==> config.mk <==
export PLATFORM = sky130hd
export DESIGN_NAME = sprite_draw_scheduler
export DESIGN_NICKNAME = d
export VERILOG_FILES = /design/src/rtl/sprite_sched_pkg.sv /design/src/rtl/sprite_draw_scheduler_ram.sv /design/src/rtl/sprite_draw_scheduler.sv
export SDC_FILE = /design/constraint.sdc
export NUM_CORES = 2
export LEC_CHECK = 0
export CAP_MARGIN = 20
export CORE_UTILIZATION = 65
export DETAILED_ROUTE_END_ITERATION = 8
export PLACE_DENSITY = 0.83
export REMOVE_ABC_BUFFERS = 1
export SYNTH_ARGS = -nofsm -noshare
export SYNTH_HDL_FRONTEND = slang
export SYNTH_SLANG_ARGS = --single-unit
export TNS_END_PERCENT = 10
==> constraint.sdc <==
create_clock -name frame_clk -period 5.5 [get_ports frame_clk]
set_input_delay 1.1 -clock frame_clk [delete_from_list [all_inputs] [get_ports frame_clk]]
set_output_delay 1.1 -clock frame_clk [all_outputs]
set_load 0.02 [all_outputs]
==> src/rtl/sprite_sched_pkg.sv <==
// Shared state encoding, display-list entry layout and default geometry for
// the sprite draw scheduler.
package sprite_sched_pkg;
  localparam int DEF_MAX_SPRITES = 32;
  localparam int DEF_SCREEN_W    = 640;
  localparam int DEF_SCREEN_H    = 480;
  localparam int DEF_SPRITE_DIM  = 16;
  localparam int DEF_TIMEOUT     = 4095;

  typedef enum logic [2:0] {
    S_IDLE    = 3'd0,
    S_LOAD    = 3'd1,
    S_CHECK   = 3'd2,
    S_ISSUE   = 3'd3,
    S_RELEASE = 3'd4,
    S_FINISH  = 3'd5
  } sched_state_e;

  typedef struct packed {
    logic [2:0] img_id;
    logic [9:0] x;
    logic [9:0] y;
  } sprite_entry_t;

  localparam int ENTRY_W = $bits(sprite_entry_t);

  // Coordinates are zero-extended to 11 bits so the limit compare never wraps.
  function automatic logic entry_clipped(input sprite_entry_t e,
                                         input logic [10:0] max_x,
                                         input logic [10:0] max_y);
    return ({1'b0, e.x} > max_x) || ({1'b0, e.y} > max_y);
  endfunction
endpackage

==> src/rtl/sprite_draw_scheduler_ram.sv <==
// Double-banked display list: one write port, one synchronous read port,
// bank select is the address MSB.
module display_list_ram
  import sprite_sched_pkg::*;
#(
  parameter int DEPTH = 2 * DEF_MAX_SPRITES,
  parameter int AW    = $clog2(DEPTH)
) (
  input  logic               clk_i,
  input  logic               wr_en_i,
  input  logic [AW-1:0]      wr_addr_i,
  input  logic [ENTRY_W-1:0] wr_data_i,
  input  logic [AW-1:0]      rd_addr_i,
  output logic [ENTRY_W-1:0] rd_data_o
);
  logic [ENTRY_W-1:0] mem_q [DEPTH];
  logic [ENTRY_W-1:0] rd_data_q;

  always_ff @(posedge clk_i) begin
    if (wr_en_i) mem_q[wr_addr_i] <= wr_data_i;
    rd_data_q <= mem_q[rd_addr_i];
  end

  assign rd_data_o = rd_data_q;
endmodule

==> src/rtl/sprite_draw_scheduler.sv <==
// Walks the committed display list once per frame and drives the accelerator
// Start/Done handshake for every on-screen sprite.
module sprite_draw_scheduler
  import sprite_sched_pkg::*;
#(
  parameter int MAX_SPRITES = DEF_MAX_SPRITES,
  parameter int SCREEN_W    = DEF_SCREEN_W,
  parameter int SCREEN_H    = DEF_SCREEN_H,
  parameter int SPRITE_DIM  = DEF_SPRITE_DIM,
  parameter int TIMEOUT     = DEF_TIMEOUT
) (
  input  logic                           frame_clk,
  input  logic                           Reset,
  input  logic                           frame_start,
  input  logic                           wr_en,
  input  logic [$clog2(MAX_SPRITES)-1:0] wr_index,
  input  logic [2:0]                     wr_img_id,
  input  logic [9:0]                     wr_x,
  input  logic [9:0]                     wr_y,
  input  logic                           commit,
  input  logic [$clog2(MAX_SPRITES):0]   commit_len,
  output logic [2:0]                     img_id,
  output logic [9:0]                     imgX,
  output logic [9:0]                     imgY,
  output logic                           Start,
  input  logic                           Done,
  output logic                           busy,
  output logic                           frame_done,
  output logic                           overrun,
  output logic                           timeout,
  output logic [5:0]                     skipped,
  input  logic                           clear_status,
  output logic [2:0]                     dbg_state_o
);
  localparam int IW = $clog2(MAX_SPRITES);
  localparam int LW = IW + 1;
  localparam int TW = $clog2(TIMEOUT + 1);
  localparam logic [10:0]   MAX_X   = 11'(SCREEN_W - SPRITE_DIM);
  localparam logic [10:0]   MAX_Y   = 11'(SCREEN_H - SPRITE_DIM);
  localparam logic [LW-1:0] LEN_MAX = LW'(MAX_SPRITES);
  localparam logic [TW-1:0] TMO     = TW'(TIMEOUT);

  sched_state_e  state_q;
  logic          active_bank_q, pend_q, restart_pend_q;
  logic [LW-1:0] active_len_q, pend_len_q;
  logic [IW-1:0] idx_q;
  logic [TW-1:0] timer_q;
  logic [2:0]    img_id_q;
  logic [9:0]    imgx_q, imgy_q;
  logic          start_q, frame_done_q, overrun_q, timeout_q;
  logic [5:0]    skipped_q;

  logic [ENTRY_W-1:0] rd_data;
  sprite_entry_t      rd_entry;
  logic               clip, last_entry, advance, overrun_evt, restart_now;
  logic               start_walk, swap_now;
  logic [LW-1:0]      commit_len_c, start_len;

  display_list_ram #(.DEPTH(2 * MAX_SPRITES)) u_ram (
    .clk_i     (frame_clk),
    .wr_en_i   (wr_en),
    .wr_addr_i ({~active_bank_q, wr_index}),
    .wr_data_i ({wr_img_id, wr_x, wr_y}),
    .rd_addr_i ({active_bank_q, idx_q}),
    .rd_data_o (rd_data)
  );

  assign rd_entry = sprite_entry_t'(rd_data);

  // start_walk covers both a fresh frame from IDLE and a restart after overrun.
  always_comb begin
    clip         = entry_clipped(rd_entry, MAX_X, MAX_Y);
    last_entry   = (LW'(idx_q) + LW'(1)) == active_len_q;
    advance      = ((state_q == S_CHECK) && clip) ||
                   ((state_q == S_RELEASE) && !Done);
    overrun_evt  = frame_start && (state_q != S_IDLE);
    restart_now  = restart_pend_q || overrun_evt;
    start_walk   = ((state_q == S_IDLE) && frame_start) ||
                   ((advance || (state_q == S_FINISH)) && restart_now);
    commit_len_c = (commit_len > LEN_MAX) ? LEN_MAX : commit_len;
    swap_now     = pend_q || commit;
    start_len    = !swap_now ? active_len_q : (commit ? commit_len_c : pend_len_q);
  end

  always_ff @(posedge frame_clk) begin
    if (Reset) begin
      state_q        <= S_IDLE;
      active_bank_q  <= 1'b0;
      pend_q         <= 1'b0;
      restart_pend_q <= 1'b0;
      active_len_q   <= '0;
      pend_len_q     <= '0;
      idx_q          <= '0;
      timer_q        <= '0;
      img_id_q       <= '0;
      imgx_q         <= '0;
      imgy_q         <= '0;
      start_q        <= 1'b0;
      frame_done_q   <= 1'b0;
      overrun_q      <= 1'b0;
      timeout_q      <= 1'b0;
      skipped_q      <= '0;
    end else begin
      frame_done_q <= 1'b0;
      if (clear_status) begin
        overrun_q <= 1'b0;
        timeout_q <= 1'b0;
      end
      if (overrun_evt) overrun_q <= 1'b1;
      if (state_q == S_CHECK) begin
        img_id_q <= rd_entry.img_id;
        imgx_q   <= rd_entry.x;
        imgy_q   <= rd_entry.y;
      end
      if (start_walk) begin
        if (swap_now) begin
          active_bank_q <= ~active_bank_q;
          active_len_q  <= start_len;
        end
        pend_q         <= 1'b0;
        restart_pend_q <= 1'b0;
        idx_q          <= '0;
        skipped_q      <= '0;
        state_q        <= (start_len == '0) ? S_FINISH : S_LOAD;
      end else begin
        if (commit) begin
          pend_q     <= 1'b1;
          pend_len_q <= commit_len_c;
        end
        if (overrun_evt) restart_pend_q <= 1'b1;
        case (state_q)
          S_LOAD: state_q <= S_CHECK;
          S_CHECK: begin
            if (clip) begin
              if (skipped_q != 6'd63) skipped_q <= skipped_q + 6'd1;
            end else begin
              start_q <= 1'b1;
              timer_q <= TW'(1);
              state_q <= S_ISSUE;
            end
          end
          S_ISSUE: begin
            if (Done) begin
              start_q <= 1'b0;
              state_q <= S_RELEASE;
            end else if (timer_q == TMO) begin
              start_q   <= 1'b0;
              timeout_q <= 1'b1;
              state_q   <= S_FINISH;
            end else begin
              timer_q <= timer_q + TW'(1);
            end
          end
          S_FINISH: begin
            frame_done_q <= 1'b1;
            state_q      <= S_IDLE;
          end
          default: ;
        endcase
        if (advance) begin
          if (last_entry) begin
            state_q <= S_FINISH;
          end else begin
            idx_q   <= idx_q + IW'(1);
            state_q <= S_LOAD;
          end
        end
      end
    end
  end

  assign img_id      = img_id_q;
  assign imgX        = imgx_q;
  assign imgY        = imgy_q;
  assign Start       = start_q;
  assign busy        = (state_q != S_IDLE);
  assign frame_done  = frame_done_q;
  assign overrun     = overrun_q;
  assign timeout     = timeout_q;
  assign skipped     = skipped_q;
  assign dbg_state_o = state_q;
endmodule

# After elaboration in Yosys (flattened, before gate mapping)
# Memory sizes are Yosys's and may differ from the RTL's. A register that Yosys moved wholly into a read port is not among the register bits.
# Index checks and enable logic that the tools add are counted.
[classes]
n_addsub = 4
n_lt_le_gt_ge = 3
n_eq_ne = 14
mux = 29
bitwise = 3
reduce_logical = 25
[op_table]
columns = ["op", "n"]
rows = [
  ["12-bit 2-to-1 mux", 3],
  ["12-bit case mux with 2 select lines", 1],
  ["3-bit 2-to-1 mux", 7],
  ["6-bit 2-to-1 mux", 3],
  ["1-bit 2-to-1 mux", 13],
  ["12-bit by 1-bit adder with 12-bit output (second input constant)", 1],
  ["12-bit == test (second input constant)", 1],
  ["3-bit case mux with 4 select lines", 1],
  ["10-bit greater-than comparator (second input constant)", 1],
  ["10-bit by 9-bit greater-than comparator with 1-bit output (second input constant)", 1],
  ["5-bit by 1-bit adder with 6-bit output (second input constant)", 1],
  ["6-bit by 1-bit adder with 6-bit output (second input constant)", 1],
  ["3-bit by 2-bit == test with 1-bit output (second input constant)", 2],
  ["3-bit == test (second input constant)", 2],
  ["6-bit == test", 1],
  ["6-bit greater-than comparator (second input constant)", 1],
  ["6-bit zero test", 1],
  ["1-bit logical OR", 6],
  ["2-bit inequality test (second input constant)", 3],
  ["6-bit inequality test (second input constant)", 1],
  ["3-bit AND reduction", 2],
  ["6-bit nonzero test", 1],
  ["5-bit by 1-bit adder with 5-bit output (second input constant)", 1],
  ["1-bit logical AND", 5],
  ["other kinds (14)", 18],
]
[totals]
regBits = 68
ram_bits = 1472
n_memories = 1
[mem_list]
columns = ["memory", "words", "word_bits", "read_ports", "rd_clocked_by_memory_dff", "write_ports", "line", "text"]
rows = [
  ["u_ram.mem_q", 64, 23, 1, 1, 1, "sprite_draw_scheduler_ram.sv:16", "logic [ENTRY_W-1:0] mem_q [DEPTH];"],
]

# Logic depth before layout (Yosys ltp)
[logic_depth]
word_depth = 9
mapped_depth = 10

# By module
# From an unflattened synthesis, not the netlist that was laid out.
[hier_totals]
cells_unflattened = 2824
area_unflattened_um2 = 59862.4
[modules_own_cells]
columns = ["module", "n_inst", "cells_each", "area_per_inst_um2", "seq_area_each_um2"]
rows = [
  ["display_list_ram", 1, 2446, 56720.6, 44662.8],
  ["sprite_draw_scheduler", 1, 378, 3141.8, 1361.3],
]

# Worst setup path before layout
# OpenSTA, ideal clock, no wires.
[synth_timing]
path_kind = "in2reg"
from = "in wr_index[4]"
to = "mem u_ram.mem_q[34][0] in the netlist's numbering, enable pin"
arrival_ps = 3364
slack_ps = 1704
cell_stages = 4
path_buffers = 1
path_cell_list = "clkbuf_1 > nor4b_1 > nand2_1 > nor3_1"
[synth_lines]
columns = ["item", "line", "text"]
rows = [
  ["from (decl)", "sprite_draw_scheduler.sv:16", "input logic [$clog2(MAX_SPRITES)-1:0] wr_index,"],
  ["to (decl)", "sprite_draw_scheduler_ram.sv:16", ""],
]
# Straight into the memory's write port.

==> results.json <==
{
  "syn_area_um2": 59600,
  "initialDrtViolationCount": 6545,
  "cts_hold_buf": 0,
  "portBuffers": 77,
  "ys_top_cells_by_count": "edfxtp_1, mux4_2, nor2_1, dfxtp_1, nand2_1",
  "rsz0062_at_grt": "false",
  "regToRegStartpoint": "active_bank_q$_SDFFE_PP0P_",
  "reg2reg_depth": 6,
  "core_um2": 90400,
  "synth-adder-area-share_pct": 0.0630,
  "gp_congestion": 0.933,
  "fin_crit_sh_pct": 74.9,
  "holdPathStages": 2,
  "htree_levels": 4,
  "placementRows": 110,
  "ys_warn_count": 0,
  "syn_avg_cell_area_um2": 21.9,
  "cts_root_buf": "clkbuf_16",
  "io_pins": 78,
  "yosys.area.top_type": "edfxtp_1",
  "clk_pin_slew_ns": 0.07,
  "grt_max_degree": 121,
  "whs_ns": 0.471,
  "ctsResizeCount": 0,
  "cellPowerDensity_nw_per_um2": 396,
  "p_total_uw": 26600,
  "drt_wl_total_um": 164000,
  "setup_viol": 0,
  "worstMarginPinSlew_ns": 1.43,
  "drive_gt1_share_pct": 27.9,
  "ant_nets": 0,
  "die_area_um2": 92900,
  "period_needed_ns": 4.12,
  "path_class": "reg -> reg",
  "syn_to_final_growth_pct": 12.6,
  "synthSimpleGateAreaFrac_pct": 2.52,
  "die_h_um": 305,
  "end_kind": "flop",
  "min_path_type": "reg -> reg",
  "synth-xor-area-share_pct": 0.338,
  "worstPathRequired_ns": 6.17,
  "routedWlPerCell_um": 38.7,
  "drc": 116,
  "async_flop_share_pct": 0,
  "ys_types": 48,
  "hold-path-endpoint": "imgX[9]$_SDFFE_PP0N_",
  "routed_via_density": 7.56,
  "dr_wl_met2_um": 75200,
  "hp-start": "imgX[9]$_SDFFE_PP0N_",
  "initial_core_util_pct": 65.9,
  "synth_compound_area_share_pct": 1.95,
  "grt_antenna_before_repair": 9,
  "max-cap-violations": 0,
  "grt.total_usage_pct": 36.1,
  "synth_top_family_by_area": "multiplexers",
  "place_area_um2": 62200,
  "top_layer_used": "met5",
  "nFillCells": 4279,
  "regArea_um2": 46000,
  "ys.flop_type": "edfxtp_1",
  "synth_most_common_cell": "edfxtp_1",
  "r2r_slack_ns": 1.38,
  "path_max_fanout": 38,
  "power_leakage_uw": 0.0203,
  "drtPass1Iterations": 9,
  "multi_input_area_um2": 13000,
  "synthCells": 2725,
  "post_cts_buffers": 0,
  "dr_wl_met3_um": 22900,
  "overflow": 0,
  "yosys_register_bits": 1563,
  "hpwl_um": 83200,
  "die_w_um": 305,
  "slew_viol_final": 0,
  "synth_edf_count": 1472,
  "hold_viol": 0,
  "muxShareOfSynthArea_pct": 16.6,
  "critPathLaunchType": "flop",
  "synth_top_area_share_pct": 74.1,
  "fin_nets": 2976,
  "fin_skew_ns": 0.0223,
  "reg2reg_to": "u_ram.rd_data_o[3]$_DFF_P_",
  "cts_tree": "done",
  "vias": 31985,
  "ys_seq_area_share_pct": 77.2,
  "violations": "design-rule violations",
  "synth_top_cells_by_area": "edfxtp_1, mux4_2, dfxtp_1, nor2_1, mux2i_1",
  "cts_buffers": 150,
  "grt_pass1_vias": 31529,
  "grt_pass1_wl_um": 234000,
  "insertion_delay_ns": 0.77,
  "relSlewSlack_pct": 4.08,
  "critPathArrivalTime_ns": 4.79,
  "stdcell_area_um2": 67100,
  "max_freq_ghz": 0.243,
  "outcome": "finished with violations",
  "clk_path_buf_depth": 3,
  "wl_met1_um": 54800,
  "cts.sink_count": 1563,
  "ir_worst_vdd_uv": 266
}
==> metal layers <==
| layer | GRT usage [%] | vias up |
|---|---|---|
| met2 | 53.9 | 3220 |
| met3 | 10.9 | 669 |
| met4 | 18.5 | 14 |
| met1 | 49.0 | 16263 |
| met5 | 1.29 | - |
| li1 | - | 11819 |
==> cell type report <==
class / count / area share (%)
Clock inverter: 79 / 1.14
Timing Repair Buffer: 200 / 2.66
Inverter: 9 / 0.0503
Clock buffer: 191 / 5.96
Antenna cell: 5 / 0.0186
Sequential cell: 1563 / 68.6
Tap cell: 1176 / 2.19
Multi-Input combinational cell: 1008 / 19.4
==> layout by cell type, fill, tap and decap left out, types with 34 or more instances in the layout <==
master,Yosys,layout
nor2_2,0,62
clkdlybuf4s50_1,0,54
mux4_2,420,420
nor2_1,173,111
dfxtp_1,91,87
nand2_1,70,70
buf_4,20,105
clkbuf_1,69,34
mux2i_1,45,45
clkbuf_16,0,153
a21oi_1,67,67
edfxtp_1,1472,1472
==> per-stage QoR <==
stage,instances,TNS [ns],setup WS [ns],utilization [%]
3_5_place_dp,3950,0,1.57,68.8
2_1_floorplan,2580,-369.15,-13.66,-
3_3_place_gp,3943,0,1.35,68.7
5_1_grt,4227,0,1.59,74.2
6_report,4231,0,1.38,74.3
4_1_cts,4220,0,1.85,74.1
==> sequential cells by signal, summed over array words and instances (netlist names) <==
signal / flops
u_ram.mem_q: 1472
u_ram.rd_data_o: 23
timer_q: 12
imgX: 10
imgY: 10
active_len_q: 6
pend_len_q: 6
skipped: 6
idx_q: 5
dbg_state_o: 3
img_id: 3
Start: 1
active_bank_q: 1
frame_done: 1
overrun: 1
pend_q: 1
restart_pend_q: 1
timeout: 1
==> power by group <==
part	internal, uW	switching [uW]
clock	5740	4550
combinational	1190	1660
sequential	13200	248
total	20100	6470
==> kinds of logic (layout without fill, tap and decap cells) <==
logic type / count (synthesis) / count (layout)
muxes: 465 / 465
AOI/OAI and AO/OA: 178 / 178
buffers and inverters: 154 / 479
other: 0 / 5
adders and majority gates: 3 / 3
and+or+nand+nor: 339 / 339
DFF: 1563 / 1563
xor gates and xnor gates: 23 / 23
==> worst max-delay path: stages, from the launching register on <==
cell	delay [ns]
dfxtp_1	0.85
clkinv_1	0.52
buf_4	0.43
a221o_1	0.39
nor4_2	1.04
a22oi_1	0.49
o21ai_1	0.27
==> worst max path at each step <==
stage                     slack, ns                             to  cells after the start                  startpoint
final                          1.38     u_ram.rd_data_o[3]$_DFF_P_                      6  active_bank_q$_SDFFE_PP0P_
after detailed placement       1.57  u_ram.mem_q[38][18]$_DFFE_PP_                      5                 wr_index[4]
after global routing           1.59     u_ram.rd_data_o[6]$_DFF_P_                      6       idx_q[1]$_SDFFE_PP0P_
after CTS                      1.85    u_ram.rd_data_o[19]$_DFF_P_                      6       idx_q[1]$_SDFFE_PP0P_
after global placement         1.35   u_ram.mem_q[39][9]$_DFFE_PP_                      4                 wr_index[4]
after floorplan              -13.66     u_ram.rd_data_o[0]$_DFF_P_                      5       idx_q[0]$_SDFFE_PP0P_
Note: power is estimated with default switching activity, not from simulation.
